File: src/rtl/bnn_dot_seq_ctrl.sv
// bnn_dot_seq_ctrl: issues one chunk address per cycle and accumulates the returned adder-tree sums.
// Latency: start accepted in cycle 0, reads in cycles 1..N, res_valid from cycle N+2 (cycle 1 when N=0).
// Backpressure: the result is held in DONE until res_ready; start is ignored while busy.
//
// Ports:
//   clk, rst                 clock, synchronous active-high reset
//   start, base_addr,        begin an operation (IDLE only); first chunk address
//   num_chunks               and chunk count are latched on an accepted start
//   busy                     high in any state other than IDLE
//   mem_rd_en, mem_addr      registered buffer read strobe and chunk address
//   tree_sum                 unsigned adder-tree sum, valid one cycle after mem_rd_en
//   res_valid, res_ready     result handshake to the downstream stage
//   result, overflow         accumulated dot product, sticky saturation flag
module bnn_dot_seq_ctrl #(
  parameter int ADDR_W = 10,
  parameter int CNT_W  = 11,
  parameter int SUM_W  = 21,
  parameter int ACC_W  = 32
) (
  input  logic              clk,
  input  logic              rst,
  input  logic              start,
  input  logic [ADDR_W-1:0] base_addr,
  input  logic [CNT_W-1:0]  num_chunks,
  output logic              busy,
  output logic              mem_rd_en,
  output logic [ADDR_W-1:0] mem_addr,
  input  logic [SUM_W-1:0]  tree_sum,
  output logic              res_valid,
  input  logic              res_ready,
  output logic [ACC_W-1:0]  result,
  output logic              overflow
);

  localparam int PAD_W = ACC_W + 1 - SUM_W;

  typedef enum logic [1:0] {
    IDLE  = 2'd0,
    ISSUE = 2'd1,
    DRAIN = 2'd2,
    DONE  = 2'd3
  } state_t;

  state_t              state_q, state_d;
  logic [ADDR_W-1:0]   base_q, base_d;
  logic [CNT_W-1:0]    n_q, n_d;
  // Number of reads issued so far in this operation.
  logic [CNT_W-1:0]    idx_q, idx_d;
  logic                rd_en_q, rd_en_d;
  logic [ADDR_W-1:0]   addr_q, addr_d;
  // Marks the cycle in which tree_sum carries the answer to last cycle's read.
  logic                rd_pending_q, rd_pending_d;
  logic [ACC_W-1:0]    acc_q, acc_d;
  logic                ovf_q, ovf_d;
  logic [ACC_W-1:0]    result_q, result_d;

  // One extra bit catches the carry out of the accumulator.
  logic [ACC_W:0]      sum_ext;

  assign sum_ext = {1'b0, acc_q} + {{PAD_W{1'b0}}, tree_sum};

  always_ff @(posedge clk) begin
    if (rst) begin
      state_q      <= IDLE;
      base_q       <= '0;
      n_q          <= '0;
      idx_q        <= '0;
      rd_en_q      <= 1'b0;
      addr_q       <= '0;
      rd_pending_q <= 1'b0;
      acc_q        <= '0;
      ovf_q        <= 1'b0;
      result_q     <= '0;
    end else begin
      state_q      <= state_d;
      base_q       <= base_d;
      n_q          <= n_d;
      idx_q        <= idx_d;
      rd_en_q      <= rd_en_d;
      addr_q       <= addr_d;
      rd_pending_q <= rd_pending_d;
      acc_q        <= acc_d;
      ovf_q        <= ovf_d;
      result_q     <= result_d;
    end
  end

  always_comb begin
    state_d      = state_q;
    base_d       = base_q;
    n_d          = n_q;
    idx_d        = idx_q;
    rd_en_d      = 1'b0;
    addr_d       = addr_q;
    rd_pending_d = rd_en_q;
    acc_d        = acc_q;
    ovf_d        = ovf_q;
    result_d     = result_q;

    // Accumulate the sum for the read issued last cycle; saturate on carry.
    // A saturated accumulator stays saturated since any further add either
    // carries again or adds zero.
    if (rd_pending_q) begin
      if (sum_ext[ACC_W]) begin
        acc_d = '1;
        ovf_d = 1'b1;
      end else begin
        acc_d = sum_ext[ACC_W-1:0];
      end
    end

    case (state_q)
      IDLE: begin
        if (start) begin
          acc_d  = '0;
          ovf_d  = 1'b0;
          base_d = base_addr;
          n_d    = num_chunks;
          if (num_chunks != '0) begin
            // First read goes out registered in cycle 1.
            rd_en_d = 1'b1;
            addr_d  = base_addr;
            idx_d   = {{(CNT_W-1){1'b0}}, 1'b1};
            state_d = ISSUE;
          end else begin
            result_d = '0;
            state_d  = DONE;
          end
        end
      end

      ISSUE: begin
        if (idx_q == n_q) begin
          state_d = DRAIN;
        end else begin
          rd_en_d = 1'b1;
          // Address arithmetic wraps naturally at ADDR_W bits.
          addr_d  = base_q + idx_q[ADDR_W-1:0];
          idx_d   = idx_q + 1'b1;
        end
      end

      DRAIN: begin
        // acc_d already includes the last pending sum.
        result_d = acc_d;
        idx_d    = '0;
        state_d  = DONE;
      end

      DONE: begin
        if (res_ready) begin
          state_d = IDLE;
        end
      end

      default: begin
        state_d = IDLE;
      end
    endcase
  end

  assign busy      = (state_q != IDLE);
  assign res_valid = (state_q == DONE);
  assign mem_rd_en = rd_en_q;
  assign mem_addr  = addr_q;
  assign result    = result_q;
  assign overflow  = ovf_q;

endmodule

File: config.mk
export PLATFORM = sky130hd
export DESIGN_NAME = bnn_dot_seq_ctrl
export DESIGN_NICKNAME = d
export VERILOG_FILES = /design/src/rtl/bnn_dot_seq_ctrl.sv
export SDC_FILE = /design/constraint.sdc
export NUM_CORES = 1
export LEC_CHECK = 0
export BUFFER_PORTS_ARGS = -buffer_cell sky130_fd_sc_hd__buf_2
export CAP_MARGIN = 10
export CORE_ASPECT_RATIO = 0.8
export CORE_MARGIN = 4
export CORE_UTILIZATION = 45
export DETAILED_ROUTE_END_ITERATION = 7
export PLACE_DENSITY = 0.72
export SYNTH_ARGS = -nofsm -noshare
export SYNTH_HDL_FRONTEND = slang
export SYNTH_SLANG_ARGS = --single-unit
File: constraint.sdc
create_clock -name clk -period 2.4 [get_ports clk]
set_input_delay 0.12 -clock clk [delete_from_list [all_inputs] [get_ports clk]]
set_output_delay 0.12 -clock clk [all_outputs]
set_load 0.05 [all_outputs]
# Word-level counts from Yosys, hierarchy flattened
# Cells that the tools add are included.
# op_classes
addsub	3
n_eq_ne	10
n_mux	28
reduce_logical	11
# op_table
operator	count
two-way mux 32 bit	6
one-hot mux 32 bit (2 select lines)	1
adder 32 x 21 -> 33 bit	1
two-way mux 11 bit	3
one-hot mux 11 bit (3 select lines)	1
two-way mux 10 bit	3
one-hot mux 10 bit (2 select lines)	1
adder 11 x 1 -> 11 bit (second input constant)	1
== test 11 bit	1
nonzero test 11 bit	1
adder 10 bit	1
inequality test 2 bit (second input constant)	5
two-way mux 2 bit	4
one-hot mux 2 bit (4 select lines)	1
AND reduction 4 bit	2
two-way mux 1 bit	7
AND reduction 3 bit	2
nonzero test 2 bit	3
== test 2 bit (second input constant)	2
nonzero test 3 bit	1
== test 2 x 1 -> 1 bit (second input constant)	1
logical NOT 2 bit	1
inequality test 2 x 1 -> 1 bit (second input constant)	1
one-hot mux 1 bit (2 select lines)	1
AND reduction 2 bit	1
# word_totals
ff_bits	111
inputBits	46
output_inout_bits	46
word_cells	62

# Depth between registers and ports, before layout
# logic_depth
depth_word	5
mapped_depth	11
ltp_nobuf	11

# Worst setup path after synthesis
# OpenSTA, ideal clock, no wires.
# synth_path
path_type	register -> register
start	reg (tool-made name)
end	reg result_q[27], in the netlist result[27]
setup_ps	126
t_arrival_ps	2447
required_ps	2274
slack_ps	-173
path_stages_with_launch	11
n_path_buf	0
synth_period_minus_slack_ps	2573
path_cell_list	dfxtp_1 ha_1 fa_1 a211oi_2 o21ai_2 o311ai_4 a31oi_4 o21ai_4 or4b_1 o21ai_2 o21ai_1
# synth_lines
item	line_no	source
to (signal assigned)	84	result_q <= result_d;
to (decl)	55	logic [ACC_W-1:0] result_q, result_d;

==> parameters.txt <==
Parameter                              Value

Timing
  Tcrit/Tclk final    1.10
  Endpoints failing hold    0
  Worst-Margin Slew    0.609 ns
  Final Max Tran Viols    0
  Final worst-path setup slack    -0.238 ns
  Total setup violations reported at the end of the flow    61
  Clock skew after layout    0.0112 ns
  Max-slew headroom at the worst pin    0.594
  RSZ-0062 raised after global routing    yes
  Achievable frequency    379 MHz
  Shortest clock period the worst path allows after layout    2.64 ns

Clocking
  Clk pin slew, worst setup/hold paths    0.07 ns
  Clock tree from TritonCTS    yes
  H-tree lvl count    3
  Clock latency on the worst-skew pair    0.36 ns
  Maximum buffer depth of the clock tree    2
  Library cell used as clock root buffer    clkbuf_16
  Number of CTS-inserted buffers    9
  # clock sinks    111

Power and ir drop
  Static leakage    3.18 nW
  Pwr/cell area    847 mW/mm2
  Max IR drop VDD    573 uV
  Total chip power    6.40 mW

GRT
  Global-route total usage across every layer    0.201
  Global-route wire length before repair    25.0 mm
  Largest net degree at the start of global routing    34
  Number of antenna violations at the first check in global routing    0
  Leftover overflow at the end of global routing    0
  Via count of the first global-routing pass    5100

Routing
  DRC Markers    0
  Via-per-instance ratio    5.32
  Iteration count of the initial detailed-routing pass    5
  Antenna violation net count after detailed routing    0
  Total Routed Length    15.4 mm
  DR vias    5471
  Routed wire length per instance    15.0 um
  First DRT Iteration DRCs    371

Synthesis
  Library cell occupying the most area in the post-synthesis netlist    dfxtp_1
  Area fraction of the dominant cell type after synthesis    0.367
  Synthesized area    0.00605 mm2
  Syn Inst Count    721
  Synthesized Nets    805
  Proportion of synthesized chip area in sequential cells    0.367
  Number of synthesis warnings    0
  Largest cells by area after synthesis    dfxtp_1, ha_1, nand2_1
  Proportion of register bits with asynchronous set or reset after synthesis    0
  Flops & latches, synth    111
  Dominant synthesized flop cell    dfxtp_1
  Average footprint of a synthesized cell    8.39 um2
  Library cells used by synthesis    72
  Count of flip-flops with a built-in enable after synthesis    0

Placement
  Placer congestion estimate    0.887
  Post-Place Cells    1001
  DP HPWL    11.4 mm
  Port buffer count    91

Setup path
  Data arrival time of the critical path    2.88 ns
  Sort of element at the start of the critical path    flop
  Crit path max-delay family    compound AO/OA/AOI/OAI gates
  Critical path fanouts, max    4
  Minimum setup slack among reg-to-reg paths    -0.24 ns
  Max incr delay on CP    0.49 ns
  WS Path Type    reg2reg
  Most common cell on crit path    o21ai_2
  Critical path endpoint category    flop
  Series of cell instances along the critical path    ha_4 > fa_2 > a211oi_2 > o21ai_2 > o311ai_4 > a31oi_4 > o21ai_4 > or4b_4 > o21ai_2 > o21ai_1
  Critical-path top delay cell    or4b_4
  Data required time at the worst endpoint    2.64 ns
  Buf+Inv Stages, Crit Path    0

Run status
  Status    complete, but fails checks
  Violations in the final reports    negative setup slack

Die
  Core footprint    0.0130 mm2
  Initial Utilization    0.465
  Die area    0.0154 mm2
  Cell row count    37
  Die width    138 um
  Vert. Die Dim    112 um
  I/O pin total    92

Final layout
  Synthesis-to-layout area growth    24.8%
  Share of post-route cells with drive strength above 1    0.259
  Number of cells in the finished layout apart from fillers    1029
  Number of nets at the end of the flow    933
  Inserted Diodes    0

Run
  Max_cap viols    0

Hold path
  Hold/Removal Path Class    in2reg
routing by layer:
metal / global-route usage / vias to the layer above / wire [um]
met4: 0.0559 / 0 / 157
met3: 0.0420 / 13 / 757
met1: 0.300 / 2524 / 7980
li1: - / 2805 / -
met5: 0 / - / 0
met2: 0.290 / 129 / 6560
power breakdown:
| part | leakage (nW) | internal (mW) | total [mW] | switching (mW) |
|---|---|---|---|---|
| Sequential | 0.903 | 2.07 | 2.23 | 0.158 |
| Clock | 0.134 | 0.714 | 1.43 | 0.717 |
| Combinational | 2.14 | 1.01 | 2.74 | 1.73 |
| Total | 3.18 | 3.80 | 6.40 | 2.60 |
logic make-up (layout without fill, tap and decap cells):
family / Yosys count / after routing / share of synthesized area
compound gates: 175 / 175 / 0.203
xor+xnor: 44 / 44 / 0.0637
fa+ha+maj: 38 / 38 / 0.0811
buf+inv: 51 / 184 / 0.0345
flops: 111 / 111 / 0.367
mux: 19 / 19 / 0.0314
simple gates: 283 / 283 / 0.219
cell type report:
cell class | instances | area (um2)
Multi-Input combinational cell | 559 | 3830
Clock buffer | 10 | 229
Tap cell | 175 | 219
Sequential cell | 111 | 2220
Clock inverter | 6 | 43.8
Fill cell | 1175 | 5460
Timing Repair Buffer | 150 | 937
Inverter | 18 | 67.6
worst paths after layout:
check	startpoint	to	depth (start not counted)
worst max-delay path	flop	result[27]	10
worst min-delay path	num_chunks[10]	n_q[10]	3
worst max register to register	flop	result[27]	10
worst min register to register	result[26]	result[26]	2
synthesized netlist by cell type, drive strengths merged (2+ instances only):
master / instances
nand4: 9
o31ai: 7
or3: 2
nand3: 15
a22o: 9
dfxtp: 111
ha: 36
a21o: 10
a21boi: 3
nor4: 4
a22oi: 2
nor2b: 17
o22ai: 5
clkbuf: 22
o311ai: 3
mux2i: 19
xnor2: 31
o21a: 3
or2: 4
and4: 2
a21oi: 58
buf: 11
a311oi: 2
fa: 2
nand3b: 5
nand2: 98
and3: 7
o211ai: 8
o21ai: 29
a211oi: 13
inv: 18
xor2: 13
a31oi: 11
and2: 5
o22a: 3
nor2: 85
nor3: 20
nand2b: 4
worst min-delay path, delay by kind of cell:
family / cells / cell delay, ns
and+or+nand+nor: 1 / 0.05
buffers and inverters: 1 / 0.10
AOI/OAI and AO/OA: 1 / 0.05
cell usage in the layout (no fill, tap or decap), drive strengths merged, types with 3 or more instances in the layout:
cell type and count:
or2 4, nor3 20, a21boi 3, clkbuf 10, o22ai 5, buf 144
mux2i 19, a21oi 58, ha 36, xnor2 31, dfxtp 111, a21o 10
a211oi 13, o22a 3, a31oi 11, dlygate4sd3 6, nor2b 17, nand2 98
and2 5, nor2 85, nand2b 4, o211ai 8, o21ai 29, xor2 13
o21a 3, and3 7, nor4 4, o31ai 7, a22o 9, inv 21
nand4 9, nand3 15, o311ai 3, nand3b 5
through the flow:
| step | util | hold WS (ns) | setup TNS (ns) | area, um2 | setup WS [ns] |
|---|---|---|---|---|---|
| final | 0.581 | 0.0184 | -8.44 | 7550 | -0.238 |
| after global routing | 0.581 | 0.0205 | -14.70 | 7550 | -0.314 |
| after global placement | 0.536 | 0.378 | -2.20 | 6970 | -0.144 |
| after detailed placement | 0.536 | 0.381 | -4.31 | 6970 | -0.185 |
| after floorplan | - | 0.256 | -0.165 | 6070 | -0.0814 |
| after CTS | 0.568 | 0.00214 | -5.44 | 7380 | -0.203 |
timing repair:
action                                  CTS  global route
pin swaps                                 9            12
gates resized for setup                  17            31
setup buffers                             3             3
hold buffers                              6             0
endpoints found under the setup margin   58            69
endpoints found under the hold margin     6             0
No activity file was read; power rests on OpenSTA's default activity.
